[config.mk]
export PLATFORM = sky130hd
export DESIGN_NAME = example_uart_tx_bus_flat
export DESIGN_NICKNAME = d
export VERILOG_FILES = /design/src/rtl/example_uart_tx_bus_pkg.sv /design/src/rtl/example_uart_tx_bus_if.sv /design/src/rtl/example_uart_tx_bus_fifo.sv /design/src/rtl/example_uart_tx_bus.sv /design/src/flat_wrapper.sv
export SDC_FILE = /design/constraint.sdc
export NUM_CORES = 1
export LEC_CHECK = 0
export ABC_CLOCK_PERIOD_IN_PS = 5900
export BUFFER_PORTS_ARGS = -buffer_cell sky130_fd_sc_hd__buf_2
export CAP_MARGIN = 20
export CORE_UTILIZATION = 47
export CTS_CLUSTER_DIAMETER = 40
export DETAILED_ROUTE_END_ITERATION = 12
export PLACE_DENSITY_LB_ADDON = 0.2
export RECOVER_POWER = 25
export SLEW_MARGIN = 20
export SYNTH_ARGS = -nofsm -noshare
export SYNTH_HDL_FRONTEND = slang
export SYNTH_SLANG_ARGS = --single-unit
[constraint.sdc]
create_clock -name clock -period 5.9 [get_ports clock]
set_input_delay 0.885 -clock clock [delete_from_list [all_inputs] [get_ports clock]]
set_output_delay 0.885 -clock clock [all_outputs]
set_load 0.02 [all_outputs]
[src/rtl/example_uart_tx_bus_pkg.sv]
// Shared definitions for the memory-mapped UART transmitter:
// FSM states, register word offsets, STATUS bit positions and a divisor helper.
package uart_tx_pkg;

    typedef enum logic [1:0] {
        ST_IDLE,
        ST_START,
        ST_DATA,
        ST_STOP
    } tx_state_t;

    // Word offsets inside the 16-byte window (address[3:2])
    localparam logic [1:0] REG_TXDATA  = 2'd0;
    localparam logic [1:0] REG_STATUS  = 2'd1;
    localparam logic [1:0] REG_DIVISOR = 2'd2;
    localparam logic [1:0] REG_CTRL    = 2'd3;

    // STATUS register layout
    localparam int STAT_FULL       = 0;
    localparam int STAT_EMPTY      = 1;
    localparam int STAT_BUSY       = 2;
    localparam int STAT_OVERFLOW   = 3;
    localparam int STAT_COUNT_LSB  = 8;
    localparam int STAT_COUNT_BITS = 4;

    // A programmed divisor of zero is treated as one clock per bit
    function automatic logic [15:0] effective_divisor(input logic [15:0] div);
        return (div == 16'd0) ? 16'd1 : div;
    endfunction

endpackage

[src/rtl/example_uart_tx_bus_if.sv]
// Data-memory bus slice seen by the UART transmitter.
// The core side drives the request (master); the peripheral answers reads (slave).
interface example_uart_tx_bus_if;

    logic [31:0] address;
    logic        read_enable;
    logic        write_enable;
    logic [3:0]  byte_enable;
    logic [31:0] write_data;
    logic [31:0] read_data;

    modport master (
        output address, read_enable, write_enable, byte_enable, write_data,
        input  read_data
    );

    modport slave (
        input  address, read_enable, write_enable, byte_enable, write_data,
        output read_data
    );

endinterface

[src/rtl/example_uart_tx_bus_fifo.sv]
// Synchronous TX byte FIFO with first-word-fall-through read data.
// A push while full is dropped; a pop while empty is ignored.
module uart_tx_fifo #(
    parameter int WIDTH = 8,
    parameter int DEPTH = 8
) (
    input  logic                     clock,
    input  logic                     reset,
    input  logic                     push,
    input  logic [WIDTH-1:0]         push_data,
    input  logic                     pop,
    output logic [WIDTH-1:0]         pop_data,
    output logic                     full,
    output logic                     empty,
    output logic [$clog2(DEPTH):0]   count
);

    localparam int PTR_W = $clog2(DEPTH);
    localparam logic [PTR_W:0] FULL_COUNT = DEPTH[PTR_W:0];

    logic [WIDTH-1:0] mem [DEPTH];
    logic [PTR_W-1:0] wr_ptr;
    logic [PTR_W-1:0] rd_ptr;
    logic             do_push;
    logic             do_pop;

    assign full     = (count == FULL_COUNT);
    assign empty    = (count == '0);
    assign do_push  = push && !full;
    assign do_pop   = pop && !empty;
    assign pop_data = mem[rd_ptr];

    // Storage array; contents need no reset because count guards every read
    always_ff @(posedge clock) begin
        if (do_push) begin
            mem[wr_ptr] <= push_data;
        end
    end

    // Pointers wrap naturally at DEPTH; count tracks occupancy
    always_ff @(posedge clock) begin
        if (reset) begin
            wr_ptr <= '0;
            rd_ptr <= '0;
            count  <= '0;
        end else begin
            if (do_push) begin
                wr_ptr <= wr_ptr + 1'b1;
            end
            if (do_pop) begin
                rd_ptr <= rd_ptr + 1'b1;
            end
            case ({do_push, do_pop})
                2'b10:   count <= count + 1'b1;
                2'b01:   count <= count - 1'b1;
                default: ;
            endcase
        end
    end

endmodule

[src/rtl/example_uart_tx_bus.sv]
// Memory-mapped console transmitter: register window on the data bus,
// TX FIFO and an 8N1 serialiser with a programmable clocks-per-bit divisor.
// Optional feature macro: UART_TX_IRQ_EN adds the CTRL register and o_irq.
module example_uart_tx_bus
    import uart_tx_pkg::*;
#(
    parameter logic [31:0] BASE_ADDR       = 32'h1100_0000,
    parameter int          FIFO_DEPTH      = 8,
    parameter logic [15:0] DEFAULT_DIVISOR = 16'd868
) (
    input  logic                  clock,
    input  logic                  reset,
    example_uart_tx_bus_if.slave  bus,
    output logic                  o_tx
`ifdef UART_TX_IRQ_EN
    ,
    output logic                  o_irq
`endif
);

    localparam int CNT_W = $clog2(FIFO_DEPTH) + 1;

    logic             hit;
    logic [1:0]       word;
    logic             wr_hit;
    logic             push_req;
    logic             fifo_pop;
    logic [7:0]       fifo_data;
    logic             fifo_full;
    logic             fifo_empty;
    logic [CNT_W-1:0] fifo_count;
    logic [15:0]      divisor;
    logic [15:0]      load_div;
    logic             overflow;
    tx_state_t        state;
    logic [7:0]       shift;
    logic [2:0]       bit_idx;
    logic [15:0]      baud_cnt;
    logic [15:0]      frame_div;
    logic             tx_reg;
    logic [31:0]      status;
    logic             unused_bits;

`ifdef UART_TX_IRQ_EN
    logic             irq_enable;
    logic             irq_reg;
`endif

    assign hit         = (bus.address[31:4] == BASE_ADDR[31:4]);
    assign word        = bus.address[3:2];
    assign wr_hit      = hit && bus.write_enable;
    assign push_req    = wr_hit && (word == REG_TXDATA) && bus.byte_enable[0];
    assign load_div    = effective_divisor(divisor);
    assign fifo_pop    = !fifo_empty &&
                         ((state == ST_IDLE) || ((state == ST_STOP) && (baud_cnt == 16'd0)));
    assign o_tx        = tx_reg;
    assign unused_bits = ^{bus.address[1:0], bus.byte_enable[3:2], bus.write_data[31:16]};

    uart_tx_fifo #(
        .WIDTH (8),
        .DEPTH (FIFO_DEPTH)
    ) u_fifo (
        .clock     (clock),
        .reset     (reset),
        .push      (push_req),
        .push_data (bus.write_data[7:0]),
        .pop       (fifo_pop),
        .pop_data  (fifo_data),
        .full      (fifo_full),
        .empty     (fifo_empty),
        .count     (fifo_count)
    );

    // Divisor register with per-lane writes and the sticky overflow flag
    always_ff @(posedge clock) begin
        if (reset) begin
            divisor  <= DEFAULT_DIVISOR;
            overflow <= 1'b0;
        end else begin
            if (wr_hit && (word == REG_DIVISOR)) begin
                if (bus.byte_enable[0]) divisor[7:0]  <= bus.write_data[7:0];
                if (bus.byte_enable[1]) divisor[15:8] <= bus.write_data[15:8];
            end
            if (push_req && fifo_full) begin
                overflow <= 1'b1;
            end else if (wr_hit && (word == REG_STATUS) && bus.byte_enable[0] &&
                         bus.write_data[STAT_OVERFLOW]) begin
                overflow <= 1'b0;
            end
        end
    end

    // Frame FSM; o_tx is registered so it always reflects the state being entered
    always_ff @(posedge clock) begin
        if (reset) begin
            state     <= ST_IDLE;
            tx_reg    <= 1'b1;
            shift     <= 8'h00;
            bit_idx   <= 3'd0;
            baud_cnt  <= 16'd0;
            frame_div <= 16'd1;
        end else begin
            case (state)
                ST_IDLE: begin
                    if (!fifo_empty) begin
                        shift     <= fifo_data;
                        frame_div <= load_div;
                        baud_cnt  <= load_div - 16'd1;
                        tx_reg    <= 1'b0;
                        state     <= ST_START;
                    end
                end
                ST_START: begin
                    if (baud_cnt == 16'd0) begin
                        baud_cnt <= frame_div - 16'd1;
                        bit_idx  <= 3'd0;
                        tx_reg   <= shift[0];
                        state    <= ST_DATA;
                    end else begin
                        baud_cnt <= baud_cnt - 16'd1;
                    end
                end
                ST_DATA: begin
                    if (baud_cnt == 16'd0) begin
                        baud_cnt <= frame_div - 16'd1;
                        if (bit_idx == 3'd7) begin
                            tx_reg <= 1'b1;
                            state  <= ST_STOP;
                        end else begin
                            shift   <= {1'b0, shift[7:1]};
                            tx_reg  <= shift[1];
                            bit_idx <= bit_idx + 3'd1;
                        end
                    end else begin
                        baud_cnt <= baud_cnt - 16'd1;
                    end
                end
                ST_STOP: begin
                    if (baud_cnt == 16'd0) begin
                        if (!fifo_empty) begin
                            shift     <= fifo_data;
                            frame_div <= load_div;
                            baud_cnt  <= load_div - 16'd1;
                            tx_reg    <= 1'b0;
                            state     <= ST_START;
                        end else begin
                            tx_reg <= 1'b1;
                            state  <= ST_IDLE;
                        end
                    end else begin
                        baud_cnt <= baud_cnt - 16'd1;
                    end
                end
                default: begin
                    tx_reg <= 1'b1;
                    state  <= ST_IDLE;
                end
            endcase
        end
    end

`ifdef UART_TX_IRQ_EN
    // Interrupt enable and a registered TX-empty interrupt
    always_ff @(posedge clock) begin
        if (reset) begin
            irq_enable <= 1'b0;
            irq_reg    <= 1'b0;
        end else begin
            if (wr_hit && (word == REG_CTRL) && bus.byte_enable[0]) begin
                irq_enable <= bus.write_data[0];
            end
            irq_reg <= irq_enable && fifo_empty && (state == ST_IDLE);
        end
    end

    assign o_irq = irq_reg;
`endif

    // Combinational register read path, zero whenever there is no hitting read
    always_comb begin
        status                                        = 32'h0;
        status[STAT_FULL]                             = fifo_full;
        status[STAT_EMPTY]                            = fifo_empty;
        status[STAT_BUSY]                             = (state != ST_IDLE);
        status[STAT_OVERFLOW]                         = overflow;
        status[STAT_COUNT_LSB +: STAT_COUNT_BITS]     = STAT_COUNT_BITS'(fifo_count);
        bus.read_data                                 = 32'h0;
        if (hit && bus.read_enable) begin
            case (word)
                REG_STATUS:  bus.read_data = status;
                REG_DIVISOR: bus.read_data = {16'h0, divisor};
`ifdef UART_TX_IRQ_EN
                REG_CTRL:    bus.read_data = {31'h0, irq_enable};
`endif
                default:     bus.read_data = 32'h0;
            endcase
        end
    end

endmodule

[src/flat_wrapper.sv]
// flat-port wrapper written by rule: the top's interface ports become plain ports
module example_uart_tx_bus_flat import uart_tx_pkg::*;
#(
    parameter logic [31:0] BASE_ADDR       = 32'h1100_0000,
    parameter int          FIFO_DEPTH      = 8,
    parameter logic [15:0] DEFAULT_DIVISOR = 16'd868
)
  (clock, reset, o_tx, bus_address, bus_read_enable, bus_write_enable, bus_byte_enable, bus_write_data, bus_read_data);
  example_uart_tx_bus_if bus_i ();
  input  logic clock;
  input  logic reset;
  output logic o_tx;
  input wire logic [$bits(bus_i.address)-1:0] bus_address;
  input wire logic [$bits(bus_i.read_enable)-1:0] bus_read_enable;
  input wire logic [$bits(bus_i.write_enable)-1:0] bus_write_enable;
  input wire logic [$bits(bus_i.byte_enable)-1:0] bus_byte_enable;
  input wire logic [$bits(bus_i.write_data)-1:0] bus_write_data;
  output wire logic [$bits(bus_i.read_data)-1:0] bus_read_data;
  assign bus_i.address = bus_address;
  assign bus_i.read_enable = bus_read_enable;
  assign bus_i.write_enable = bus_write_enable;
  assign bus_i.byte_enable = bus_byte_enable;
  assign bus_i.write_data = bus_write_data;
  assign bus_read_data = bus_i.read_data;
  example_uart_tx_bus #(.BASE_ADDR(BASE_ADDR), .FIFO_DEPTH(FIFO_DEPTH), .DEFAULT_DIVISOR(DEFAULT_DIVISOR)) u_core (.clock(clock), .reset(reset), .bus(bus_i), .o_tx(o_tx));
endmodule
# After elaboration in Yosys (flattened, before gate mapping)
# Memories as Yosys holds them, arrays and structs flattened. A register that Yosys moved wholly into a read port is not among the register bits.
# Cells that the tools add are included.
[op_classes]
n_addsub = 8
mul = 0
n_div = 0
n_lt_le_gt_ge = 0
eq_ne = 16
n_shift = 0
mux = 40
bitwise = 0
reduce_logical = 35
[op_table]
columns = ["operator", "count"]
rows = [
  ["16-bit 2-to-1 mux", 6],
  ["16-bit one-hot mux with 2 select lines", 2],
  ["16-bit one-hot mux with 3 select lines", 1],
  ["16-bit by 1-bit subtractor with 16-bit output, second input constant", 3],
  ["16-bit zero test", 2],
  ["32-bit 2-to-1 mux", 1],
  ["8-bit 2-to-1 mux", 4],
  ["28-bit by 25-bit equality test with 1-bit output, second input constant", 1],
  ["8-bit one-hot mux with 3 select lines", 1],
  ["3-bit 2-to-1 mux", 5],
  ["1-bit logical AND", 13],
  ["4-bit AND reduction", 3],
  ["1-bit 2-to-1 mux", 11],
  ["2-bit 2-to-1 mux", 5],
  ["2-bit nonzero test", 5],
  ["3-bit by 1-bit adder with 3-bit output, second input constant", 3],
  ["2-bit equality test, second input constant", 4],
  ["2-bit one-hot mux with 4 select lines", 1],
  ["4-bit one-hot mux with 2 select lines", 1],
  ["2-bit by 1-bit equality test with 1-bit output, second input constant", 3],
  ["2-bit by 1-bit != test with 1-bit output, second input constant", 3],
  ["2-bit != test, second input constant", 3],
  ["3-bit one-hot mux with 2 select lines", 1],
  ["2-bit AND reduction", 3],
  ["other kinds (12)", 14],
]
[totals]
register_bits = 73
latchBits = 0
mem_bits_rw = 64
romBits = 0
input_bits = 72
out_inout_bits = 33
elab_cells = 112
memories = 1
[memory_table]
columns = ["memory", "depth", "width", "rd", "rd_clocked_by_memory_dff", "write_ports", "line_no", "source"]
rows = [
  ["u_core.u_fifo.mem", 8, 8, 1, 1, 1, "example_uart_tx_bus_fifo.sv:21", "logic [WIDTH-1:0] mem [DEPTH];"],
]

# Logic depth before layout (Yosys ltp)
[depth]
ltp_word = 7
depth_mapped = 13
depth_no_buf = 13

# Modules after synthesis
# Synthesis repeated with hierarchy kept, for this count alone.
[hier_totals]
cells_unflattened = 698
hier_area_um2 = 7460.9
[modules_own_cells]
columns = ["mod", "n_inst", "cells_each", "area_per_inst_um2", "seq_area_each_um2"]
rows = [
  ["example_uart_tx_bus", 1, 530, 4332.9, 1261.2],
  ["uart_tx_fifo", 1, 168, 3128.0, 2182.1],
]

# Worst setup path before layout
# Ideal clock, no wire load.
[synth_timing]
path_type = "input to register"
start = "input bus_address[14]"
end = "register u_core.u_fifo.count[3]"
setup_time_ns = 0.070
arrival_time_ns = 3.385
t_required_ns = 5.830
slack_ns = 2.445
stages = 11
n_path_buf = 0
path_cell_list = "nor4b_1 nand4_1 nor4_2 nand3_1 ha_1 ha_1 a21o_1 a21oi_1 xnor2_1 or3_1 a21oi_1"
[synth_via]
elab_chain_cells = 7
word_cells_on_any_way = 9
cone_classes = "eq/ne: 3; mux: 1; reduce/logical: 5"
[synth_lines]
columns = ["item", "line_no", "source"]
rows = [
  ["start: declaration", "flat_wrapper.sv:13", "input wire logic [$bits(bus_i.address)-1:0] bus_address;"],
  ["28-bit by 25-bit equality test with 1-bit output (*)", "example_uart_tx_bus.sv:49", "assign hit = (bus.address[31:4] == BASE_ADDR[31:4]);"],
  ["1-bit logical AND (*)", "example_uart_tx_bus.sv:51", "assign wr_hit = hit && bus.write_enable;"],
  ["1-bit logical AND (*) (2 in a row)", "example_uart_tx_bus.sv:52", "assign push_req = wr_hit && (word == REG_TXDATA) && bus.byte_enable[0];"],
  ["1-bit logical AND (*)", "example_uart_tx_bus_fifo.sv:29", "assign do_push = push && !full;"],
  ["2-bit by 1-bit equality test with 1-bit output or 2-bit equality test (tied branches)", "example_uart_tx_bus_fifo.sv:53", "case ({do_push, do_pop})"],
  ["4-bit one-hot mux with 2 select lines or 2-bit nonzero test (tied branches)", "n/a", ""],
  ["end signal: assignment", "example_uart_tx_bus_fifo.sv:54", "2'b10: count <= count + 1'b1;"],
  ["end signal: assignment", "example_uart_tx_bus_fifo.sv:55", "2'b01: count <= count - 1'b1;"],
  ["end: declaration", "example_uart_tx_bus_fifo.sv:15", "output logic [$clog2(DEPTH):0] count"],
]
# Mark *: on every way between the ends. The rest lies on a longest branch, timed or not.
# A chain may end at the register's enable or synchronous reset.

# Worst setup path after layout
[layout_timing]
start = "register u_core.baud_cnt[2]"
end = "register u_core.u_fifo.count[3]"
[layout_via]
elab_chain_cells = 7
word_cells_on_any_way = 9
cone_classes = "eq/ne: 2; mux: 1; reduce/logical: 6"
[layout_lines]
columns = ["item", "line_no", "source"]
rows = [
  ["start: declaration", "example_uart_tx_bus.sv:38", "logic [15:0] baud_cnt;"],
  ["start signal: assignment", "example_uart_tx_bus.sv:108", "baud_cnt <= load_div - 16'd1;"],
  ["start signal: assignment", "example_uart_tx_bus.sv:115", "baud_cnt <= frame_div - 16'd1;"],
  ["start signal: assignment", "example_uart_tx_bus.sv:120", "baud_cnt <= baud_cnt - 16'd1;"],
  ["16-bit zero test (*)", "example_uart_tx_bus.sv:55", "((state == ST_IDLE) || ((state == ST_STOP) && (baud_cnt == 16'd0)));"],
  ["1-bit logical AND (*)", "example_uart_tx_bus.sv:55", ""],
  ["1-bit logical OR (*)", "example_uart_tx_bus.sv:55", ""],
  ["1-bit logical AND (*)", "example_uart_tx_bus.sv:54", "assign fifo_pop = !fifo_empty &&"],
  ["1-bit logical AND (*)", "example_uart_tx_bus_fifo.sv:30", "assign do_pop = pop && !empty;"],
  ["net u_core.u_fifo.do_pop", "example_uart_tx_bus_fifo.sv:25", "logic do_pop;"],
  ["2-bit by 1-bit equality test with 1-bit output or 2-bit equality test (tied branches)", "example_uart_tx_bus_fifo.sv:53", ""],
  ["4-bit one-hot mux with 2 select lines or 2-bit nonzero test (tied branches)", "n/a", ""],
]
# The timed path passes the listed nets; every way through them passes the cells marked *.

==> report_table.html <==
<table>
<tr><th>Metric</th><th>Value</th></tr>
<tr><th colspan="2">Power and ir drop</th></tr>
<tr><td>Leakage Power</td><td>between 2 and 3 nW</td></tr>
<tr><td>Highest ir drop seen on vdd</td><td>~0.17 mV</td></tr>
<tr><td>Power per cell area</td><td>approximately 270 nW/um2</td></tr>
<tr><th colspan="2">Drt</th></tr>
<tr><td>Router iterations before antenna repair</td><td>6</td></tr>
<tr><td>Detail-routed via count per cell</td><td>5.83</td></tr>
<tr><td>Final routed wirelength across all metal layers</td><td>16400 um</td></tr>
<tr><td>DRC violations left</td><td>0</td></tr>
<tr><td>Detailed route wirelength on metal2</td><td>7860 um</td></tr>
<tr><td>Remaining number of nets flagged by the antenna check after routing</td><td>0</td></tr>
<tr><td>Amount of wire on met3 after detailed routing</td><td>911 um</td></tr>
<tr><td>WL met1</td><td>approximately 7500 um</td></tr>
<tr><td>Top routing layer in use</td><td>met4</td></tr>
<tr><td>Total vias in the final route</td><td>5519</td></tr>
<tr><td>Routed wire per std cell</td><td>17.4 um</td></tr>
<tr><td>Number of DRC markers after the initial detailed-route iteration</td><td>554</td></tr>
<tr><th colspan="2">Cells and area</th></tr>
<tr><td>Ratio of cells with drive above 1 in the final layout</td><td>0.175</td></tr>
<tr><td>Area taken by multi-input logic gates</td><td>between 3000 and 4000 um2</td></tr>
<tr><td>Post-layout instance area</td><td>8120 um2</td></tr>
<tr><td>Layout-stage area growth over the synthesis result</td><td>13.8%</td></tr>
<tr><td>Number of diodes added for antenna fixing</td><td>0</td></tr>
<tr><td>Commonest cells after routing, fill and taps aside</td><td>78 x nor2_1, 75 x dfxtp_1, 64 x edfxtp_1</td></tr>
<tr><td>Sequential cell area</td><td>3440 um2</td></tr>
<tr><td>Most common cell after layout, fill and taps aside</td><td>nor2_1</td></tr>
<tr><td>Fill cell instance count of the final layout</td><td>1313</td></tr>
<tr><td>Final net count</td><td>840</td></tr>
<tr><th colspan="2">CTS</th></tr>
<tr><td>CTS max path bufs</td><td>2</td></tr>
<tr><td>Postcts setup bufs</td><td>0</td></tr>
<tr><td>Clock sinks</td><td>140</td></tr>
<tr><td>TritonCTS clock tree</td><td>done</td></tr>
<tr><td>Count of cells resized by post-cts repair</td><td>0</td></tr>
<tr><td>CTS Root Buffer Type</td><td>clkbuf_16</td></tr>
<tr><td>Number of buffers created by CTS</td><td>17</td></tr>
<tr><td>Clk pin slew, worst setup/hold paths</td><td>around 60 ps</td></tr>
<tr><td>Cts-stage hold buffer count</td><td>0</td></tr>
<tr><td>Worst-Skew Late Latency</td><td>between 400 and 500 ps</td></tr>
<tr><td>Number of levels the H-tree was split into</td><td>4</td></tr>
<tr><th colspan="2">Floorplanning</th></tr>
<tr><td>Floorplan die width</td><td>around 130 um</td></tr>
<tr><td>Total Die Area</td><td>between 15000 and 20000 um2</td></tr>
<tr><td>Effective utilization at floorplan</td><td>0.487</td></tr>
<tr><td>Std-Cell Rows</td><td>44</td></tr>
<tr><td>Area of the placeable core</td><td>around 15000 um2</td></tr>
<tr><td>Ports placed on the boundary</td><td>roughly 110</td></tr>
<tr><td>Vertical extent of the die</td><td>around 130 um</td></tr>
<tr><th colspan="2">Outcome</th></tr>
<tr><td>Result of the run</td><td>complete, no violations</td></tr>
<tr><th colspan="2">Setup path</th></tr>
<tr><td>Setup slack on the worst flop-to-flop path</td><td>between 2000 and 2500 ps</td></tr>
<tr><td>Critical register-to-register path endpoint</td><td>u_core.u_fifo.count[3]</td></tr>
<tr><td>FF-to-FF Start</td><td>u_core.baud_cnt[2]</td></tr>
<tr><td>Worst Setup End Kind</td><td>register</td></tr>
<tr><td>Endpoint required time on the critical path</td><td>6250 ps</td></tr>
<tr><td>Endpoint of the most critical setup path</td><td>u_core.u_fifo.count[3]</td></tr>
<tr><td>Critical Setup Path Class</td><td>register to register</td></tr>
<tr><td>Worst R2R Path Depth</td><td>11</td></tr>
<tr><td>Arr. time, crit path</td><td>roughly 4000 ps</td></tr>
<tr><td>Launch point of the critical path</td><td>u_core.baud_cnt[2]</td></tr>
<tr><td>Crit path max fanout</td><td>11</td></tr>
<tr><td>Category of the worst setup path launch point</td><td>register</td></tr>
<tr><th colspan="2">Global route</th></tr>
<tr><td>Overall track demand over capacity in global routing</td><td>0.220</td></tr>
<tr><td>Pin count of the biggest net entering global routing</td><td>65</td></tr>
<tr><td>Antenna violations before repair</td><td>0</td></tr>
<tr><td>Number of global-route vias before repair</td><td>between 5000 and 6000</td></tr>
<tr><td>Leftover overflow at the end of global routing</td><td>0</td></tr>
<tr><td>Wire length of the first global-routing pass</td><td>around 27000 um</td></tr>
<tr><th colspan="2">Yosys</th></tr>
<tr><td>Post-synthesis average cell area</td><td>approximately 10 um2</td></tr>
<tr><td>Count of warnings emitted by yosys</td><td>0</td></tr>
<tr><td>Cell variety after synth</td><td>68</td></tr>
<tr><td>Predominant post-synthesis flop cell</td><td>dfxtp_1</td></tr>
<tr><td>Number of enable-type register cells in the synthesized netlist</td><td>64</td></tr>
<tr><td>Share of synthesized area occupied by flip-flops and latches</td><td>0.483</td></tr>
<tr><td>Fraction of synthesis flops using an asynchronous set or reset pin</td><td>0</td></tr>
<tr><td>Cells after synthesis</td><td>about 700</td></tr>
<tr><td>Number of synthesized register bits</td><td>140</td></tr>
<tr><td>Netlist area before placement</td><td>about 7100 um2</td></tr>
<tr><th colspan="2">Flow run</th></tr>
<tr><td>Max Cap Viol</td><td>0</td></tr>
<tr><th colspan="2">STA</th></tr>
<tr><td>Minimum period implied by the final worst setup slack</td><td>~3600 ps</td></tr>
<tr><td>RSZ-0062 raised after global routing</td><td>no</td></tr>
<tr><td>Period utilization</td><td>0.606</td></tr>
<tr><td>Total count of max-transition violations in the final report</td><td>0</td></tr>
<tr><td>Final Hold Viols</td><td>0</td></tr>
<tr><td>Final setup violation count</td><td>0</td></tr>
<tr><td>Clock skew</td><td>roughly 9.0 ps</td></tr>
<tr><td>Normalized max-slew margin</td><td>0.390</td></tr>
<tr><td>Fin Hold WS</td><td>458 ps</td></tr>
<tr><td>Total negative setup slack</td><td>0 ps</td></tr>
<tr><td>Post-route setup slack</td><td>around 2300 ps</td></tr>
<tr><td>Achievable frequency</td><td>280 MHz</td></tr>
<tr><td>Slew at the pin with the worst max-slew slack</td><td>between 900 and 1000 ps</td></tr>
<tr><th colspan="2">Placement</th></tr>
<tr><td>Last weighted congestion value of the routability-driven placer</td><td>between 0.8 and 0.9</td></tr>
<tr><td>Placement Setup Slack</td><td>approximately 2000 ps</td></tr>
<tr><td>Area post-placement</td><td>7520 um2</td></tr>
<tr><td>Number of input and output port buffers inserted</td><td>between 60 and 70</td></tr>
<tr><td>HPWL after detailed placement</td><td>11400 um</td></tr>
<tr><th colspan="2">Min path</th></tr>
<tr><td>Class of the tightest hold or removal check</td><td>register to register</td></tr>
</table>
==> synthesized netlist by cell type (3+ instances only) <==
master | instances | area share
a211o_1 | 5 | 0.0061
a21o_1 | 3 | 0.0032
a21oi_1 | 53 | 0.037
a22oi_1 | 9 | 0.0095
a31oi_1 | 4 | 0.0035
and2_1 | 9 | 0.0079
and3_1 | 3 | 0.0026
buf_1 | 3 | 0.0016
buf_2 | 9 | 0.0063
buf_4 | 17 | 0.018
clkbuf_1 | 26 | 0.014
dfxtp_1 | 76 | 0.21
edfxtp_1 | 64 | 0.27
ha_1 | 18 | 0.032
inv_1 | 17 | 0.0090
mux2i_1 | 20 | 0.028
mux4_2 | 16 | 0.051
nand2_1 | 63 | 0.033
nand3_1 | 11 | 0.0077
nand4_1 | 9 | 0.0079
nor2_1 | 78 | 0.041
nor2b_1 | 4 | 0.0035
nor3_1 | 17 | 0.012
nor3b_1 | 11 | 0.012
nor4_1 | 18 | 0.016
nor4_2 | 3 | 0.0053
o21ai_0 | 19 | 0.013
o21bai_1 | 4 | 0.0042
o221ai_1 | 4 | 0.0049
o22ai_1 | 6 | 0.0053
o2bb2ai_2 | 7 | 0.015
o31ai_1 | 3 | 0.0032
or3_1 | 5 | 0.0044
or4_1 | 3 | 0.0032
xnor2_1 | 26 | 0.032
xor2_1 | 12 | 0.015
==> power breakdown <==
group,internal (mW),leakage [nW],switching (mW),total (mW)
Combinational,0.0319,1.44,0.0756,0.107
Sequential,1.02,1.19,0.00323,1.02
Clock,0.638,0.293,0.445,1.08
==> sequential cells by signal (all words and copies together) (netlist names), named ones only <==
register              count
u_core.o_tx               1
u_core.bit_idx            3
u_core.divisor           16
u_core.u_fifo.rd_ptr      3
u_core.u_fifo.count       4
u_core.shift              8
u_core.overflow           1
u_core.u_fifo.mem        64
u_core.baud_cnt          16
u_core.frame_div         16
u_core.state              2
u_core.u_fifo.wr_ptr      3
==> critical path, stage by stage (launching register included) <==
cell and delay (ps):
dfxtp_1 370, nor4_4 560, and4_1 560, a21oi_1 240, nor2_1 310, ha_1 270, ha_1 250, a21o_1 190
a21oi_1 190, xnor2_1 110, or3_1 310, a21oi_1 140
==> worst min path at each step <==
stage,start,endpoint,slack (ps),cells past startpoint
after floorplan,u_core.overflow,u_core.overflow,430,2
after global placement,u_core.overflow,u_core.overflow,440,2
after detailed placement,u_core.overflow,u_core.overflow,450,2
after CTS,u_core.overflow,u_core.overflow,460,2
after global routing,u_core.shift[2],u_core.shift[2],490,1
final,u_core.overflow,u_core.overflow,460,2
==> kinds of logic (layout without fill, tap and decap cells) <==
| kind of cell | count (synthesis) | in the layout | share of synthesized area |
|---|---|---|---|
| compound gates | 138 | 138 | 0.130 |
| xor+xnor | 38 | 38 | 0.0467 |
| simple gates | 250 | 250 | 0.176 |
| fa+ha+maj | 19 | 19 | 0.0344 |
| mux | 36 | 36 | 0.0786 |
| buf+inv | 74 | 125 | 0.0507 |
| other cells | 1 | 16 | 0.000526 |
| flops | 140 | 140 | 0.483 |
==> through the flow <==
step,cells,util,power [mW]
2_1_floorplan,711,-,1.11
3_3_place_gp,914,0.514,1.14
3_5_place_dp,914,0.514,1.15
4_1_cts,946,0.555,2.22
5_1_grt,946,0.554,2.28
6_report,946,0.554,2.21
==> per-layer routing <==
| layer | vias to the layer above | GRT usage |
|---|---|---|
| met5 | - | 0 |
| met3 | 20 | 0.0385 |
| li1 | 2620 | - |
| met4 | 0 | 0.0746 |
| met1 | 2673 | 0.290 |
| met2 | 206 | 0.366 |
==> layout make-up <==
type | count | share of cell area
clock inverters | 15 | 0.0216
flip-flops and latches | 140 | 0.424
clock buffers | 17 | 0.0524
inverters | 17 | 0.00786
multi-input cells | 497 | 0.417
repair buffers | 76 | 0.0481
well taps | 184 | 0.0284
(Power assumes the default switching activity.)
